===== src/rtl/instruction_fetch.sv =====
// Instruction fetch stage: drives pc into a 1-cycle-latency instruction memory,
// buffers returned words in a 2-entry FIFO, and hands them to decode via valid/ready.
module instruction_fetch #(
  parameter int                ADDR_W    = 10,
  parameter int                DATA_W    = 32,
  parameter logic [ADDR_W-1:0] RESET_PC  = '0,
  parameter logic [DATA_W-1:0] HALT_WORD = '1
) (
  input  logic              CLK_SYS,
  input  logic              rst,
  output logic [ADDR_W-1:0] pc,
  input  logic [DATA_W-1:0] instruction,
  input  logic              redirect_valid,
  input  logic [ADDR_W-1:0] redirect_target,
  output logic              if_valid,
  input  logic              if_ready,
  output logic [DATA_W-1:0] if_instr,
  output logic [ADDR_W-1:0] if_pc,
  output logic              halted
);

  typedef enum logic [1:0] {RUN, HALT_PEND, HALTED} state_t;

  state_t            state;
  state_t            state_next;
  logic              inflight;
  logic [ADDR_W-1:0] flight_pc;
  logic [DATA_W-1:0] fifo_instr [2];
  logic [ADDR_W-1:0] fifo_pc    [2];
  logic              rd_ptr;
  logic              wr_ptr;
  logic [1:0]        count;
  logic              pop;
  logic              push;
  logic              halt_ret;
  logic              issue;
  logic [2:0]        occupancy;

  assign pop       = if_valid & if_ready;
  assign push      = inflight;
  assign halt_ret  = inflight && (instruction == HALT_WORD);
  // Slots already claimed after this edge's pop; pop never exceeds count.
  assign occupancy = {1'b0, count} + {2'b00, inflight} - {2'b00, pop};

  always_comb begin
    state_next = state;
    issue      = 1'b0;
    case (state)
      RUN: begin
        if (halt_ret) state_next = HALT_PEND;
        else          issue      = (occupancy < 3'd2);
      end
      HALT_PEND: begin
        if (count == 2'd0) state_next = HALTED;
      end
      HALTED:  state_next = HALTED;
      default: state_next = RUN;
    endcase
  end

  always_ff @(posedge CLK_SYS) begin
    if (rst) begin
      state     <= RUN;
      pc        <= RESET_PC;
      inflight  <= 1'b0;
      flight_pc <= '0;
      rd_ptr    <= 1'b0;
      wr_ptr    <= 1'b0;
      count     <= 2'd0;
      for (int i = 0; i < 2; i++) begin
        fifo_instr[i] <= '0;
        fifo_pc[i]    <= '0;
      end
    end else if (redirect_valid) begin
      // Decode owns the redirect: drop everything buffered or returning.
      state    <= RUN;
      pc       <= redirect_target;
      inflight <= 1'b0;
      rd_ptr   <= 1'b0;
      wr_ptr   <= 1'b0;
      count    <= 2'd0;
    end else begin
      state <= state_next;
      if (push) begin
        fifo_instr[wr_ptr] <= instruction;
        fifo_pc[wr_ptr]    <= flight_pc;
        wr_ptr             <= ~wr_ptr;
      end
      if (pop) rd_ptr <= ~rd_ptr;
      count <= count + {1'b0, push} - {1'b0, pop};
      if (issue) begin
        flight_pc <= pc;
        inflight  <= 1'b1;
        pc        <= pc + ADDR_W'(1);
      end else begin
        inflight  <= 1'b0;
      end
    end
  end

  assign if_valid = (count != 2'd0);
  assign if_instr = fifo_instr[rd_ptr];
  assign if_pc    = fifo_pc[rd_ptr];
  assign halted   = (state == HALTED);

endmodule


===== config.mk =====
export PLATFORM = sky130hd
export DESIGN_NAME = instruction_fetch
export DESIGN_NICKNAME = d
export VERILOG_FILES = /design/src/rtl/instruction_fetch.sv
export SDC_FILE = /design/constraint.sdc
export NUM_CORES = 1
export LEC_CHECK = 0
export ABC_AREA = 0
export ABC_CLOCK_PERIOD_IN_PS = 3500
export CORE_AREA = 3 3 118 120
export DETAILED_ROUTE_END_ITERATION = 10
export DIE_AREA = 0 0 121 123
export PLACE_DENSITY_LB_ADDON = 0.15
export SLEW_MARGIN = 20
export SYNTH_ARGS = -nofsm -noshare
export SYNTH_HDL_FRONTEND = slang
export SYNTH_SLANG_ARGS = --single-unit

===== constraint.sdc =====
create_clock -name CLK_SYS -period 3.5 [get_ports CLK_SYS]
set_clock_uncertainty 0.05 [all_clocks]
set_input_delay 0.35 -clock CLK_SYS [delete_from_list [all_inputs] [get_ports CLK_SYS]]
set_output_delay 0.35 -clock CLK_SYS [all_outputs]
set_load 0.005 [all_outputs]

==> impl_metrics.toml, run 1 <==
[critical_path]
crit_required_ns = 3.71
end_kind = "flip-flop"
crit_start = "count[1]"
critical_path_peak_fanout = 21
startpoint_type = "flip-flop"
arrival_ns = 3.36
r2r-start = "count[1]"
regToRegSetupSlack_ns = 0.35
crit_type = "flip-flop to flip-flop"

[die]
core_sq_um = 13100
die-area_sq_um = 14900
start_util = 0.395
fp.dieW_um = 121
die_h_um = 123
rows = 42
io-pin-count = 100

[synthesis]
synth_top_area_frac = 0.488
yosys-top-cells-area = "edfxtp_1 49%, dfxtp_1 11%, and2_1 11%"
synth_area_sq_um = 5170
netlist_instances = 404
synth_top_area_cell = "edfxtp_1"
ys_ff_latch = 112
synth_nets = 457
ys_seq_area_frac = 0.596
synthDistinctLibCells = 46
yosysWarnings = 0
syn_avg_cell_area_sq_um = 12.8

[global_routing]
grt_pass1_wl_mm = 18.1
antenna_found_initial = 0
grt_max_degree = 43
grt_pass1_vias = 3513
grt.overflow.total = 0
grtUsageTotal = 0.156

[sta]
max_slew_margin = 0.592
setup_viol = 0
worstMarginPinSlew_ns = 0.610
min_period_ns = 3.15
fmax_mhz = 318
rsz0062_at_grt = "no"
post-route-worst-setup-slack_ns = 0.354
period_share = 0.899
maxSlewViolCount = 0
setup_tns_ns = 0
hold_viol = 0

[place]
dp_cells = 663
place_ws_ns = 0.172
dpl.hpwl_mm = 7.19
gp_congestion = 0.815
numPortBuffers = 99

[clock_tree]
cts_buffer_depth = 2
post-cts-setup-buffers = 0
clk_pin_slew_worst_paths_ns = 0.08
clock_sinks = 112
cts_tree = "yes"
h-tree-depth = 3
cts_resized = 0
clock_latency_ns = 0.34
numCtsBuffers = 9
cts_root_buf = "clkbuf_16"
holdBufCountCts = 0

[final_layout]
final_common_cell = "clkdlybuf4s50_1"
layout-drive-gt1-share = 0.179
fillers = 1155
layout_common_cells = "99 x clkdlybuf4s50_1, 88 x and2_1, 84 x edfxtp_1"
syn_to_final_growth_pct = 28.6
nNetsFinal = 551
num_antenna_cells = 0
instances_no_fill = 679

[run]
cap_violations = 0

[pwr]
comb_power_share = 0.118
p_sw_frac = 0.231
p_clk_frac = 0.358
p_int_w = 0.00224
p_seq_frac = 0.524
ir_drop_mv = 0.209
p_per_area_nw_per_um2 = 438
power.switching_w = 0.000671
leakage_nw = 2.43

[drt]
route.detailed.drc = 0
via_per_inst = 4.99
dr.pass1.iters = 4
antenna_left = 0
wire_per_inst_um = 16.3
wirelength_mm = 11.1
via_count = 3385
drt_first_iter_violations = 93

[worst_hold_path]
hold_start = "flight_pc[4]"
worstHoldPathType = "flip-flop to flip-flop"

[outcome]
status = "complete, no violations"
## registers in the layout, summed over array words and instances, names as in the netlist, named ones only
| register | cells |
|---|---|
| rd_ptr | 1 |
| count | 2 |
| fifo_instr | 64 |
| inflight | 1 |
| state | 2 |
| pc | 10 |
| fifo_pc | 20 |
| wr_ptr | 1 |
| flight_pc | 10 |
## layout make-up
cell class | count | area [sq um] | area share
clock buffer | 9 | 225 | 0.0339
inverter | 14 | 52.6 | 0.00790
timing repair buffer | 108 | 1060 | 0.159
tap | 176 | 220 | 0.0331
multi-input combinational | 253 | 1930 | 0.290
clock inverter | 7 | 80.1 | 0.0120
sequential | 112 | 3080 | 0.464
## metrics by stage
stage	hold slack (ns)	area, sq um	utilization	total power [W]
after detailed placement	0.427	6340	0.485	0.00190
after CTS	0.442	6650	0.508	0.00295
final	0.440	6650	0.508	0.00291
after floorplan	0.401	5170	-	0.00171
after global routing	0.475	6650	0.508	0.00303
after global placement	0.414	6340	0.485	0.00190
## cells by family (layout without fill, tap and decap cells)
logic type / after synthesis / after routing / share of synthesized area
adder cells (fa/ha/maj): 7 / 7 / 0.0184
AND/OR/NAND/NOR: 155 / 155 / 0.186
buffers and inverters: 39 / 138 / 0.0312
flip-flops: 112 / 112 / 0.596
AO/OA/AOI/OAI: 45 / 45 / 0.0692
XOR/XNOR: 3 / 3 / 0.00508
multiplexers: 43 / 43 / 0.0934
## power by group through the flow
stage | Combinational (W) | Sequential, W | Clock [W]
2_1_floorplan | 0.000172 | 0.00154 | 0
3_3_place_gp | 0.000344 | 0.00155 | 0
3_5_place_dp | 0.000348 | 0.00155 | 0
4_1_cts | 0.000351 | 0.00152 | 0.00107
5_1_grt | 0.000380 | 0.00153 | 0.00112
6_report | 0.000344 | 0.00152 | 0.00104
## synthesized netlist by cell type, drive strengths merged
master / count
nor4: 4
o21ai: 14
dfxtp: 28
edfxtp: 84
and3: 3
a31oi: 2
mux2i: 1
xnor2: 2
clkbuf: 19
o21a: 1
nor2: 10
o31a: 1
nor3: 7
ha: 6
or2: 2
fa: 1
nand3: 14
a31o: 1
a21oi: 12
o221a: 1
and4: 5
or3: 2
a211oi: 4
and2: 88
a311oi: 3
a221oi: 1
nand2b: 1
nand2: 9
xor2: 1
nand4: 9
inv: 14
or4: 1
mux2: 42
buf: 6
a2111oi: 4
o31ai: 1
## critical path, cell delays in order (launching register included)
cell and delay (ns):
dfxtp_1 0.32, inv_1 0.10, nand2_1 0.10, and2_1 0.20, ha_1 0.28, inv_1 0.04
ha_1 0.18, fa_1 0.37, xor2_1 0.21, nand2b_2 0.14, a31o_4 0.32, or4_1 0.51
a311oi_2 0.24
## path summary, 6_finish.rpt
kind	end	cells past startpoint
max reg2reg	pc[4]	12
min reg2reg	flight_pc[4]	2
max	pc[4]	12
min	flight_pc[4]	2
## layer usage
layer	track usage	vias to the layer above	share of wire
met5	0	-	0
met4	0.0616	0	0.024
met3	0.0389	17	0.054
met2	0.259	82	0.47
met1	0.198	1630	0.45
li1	-	1656	-
Note: power is estimated with default switching activity, not from simulation.
==> run 2, diff against run 1 <==
SLEW_MARGIN = not set   (was 20)
==> results of run 2 <==
Same layout as run 1: the final DEF is identical, and so are final timing and power.
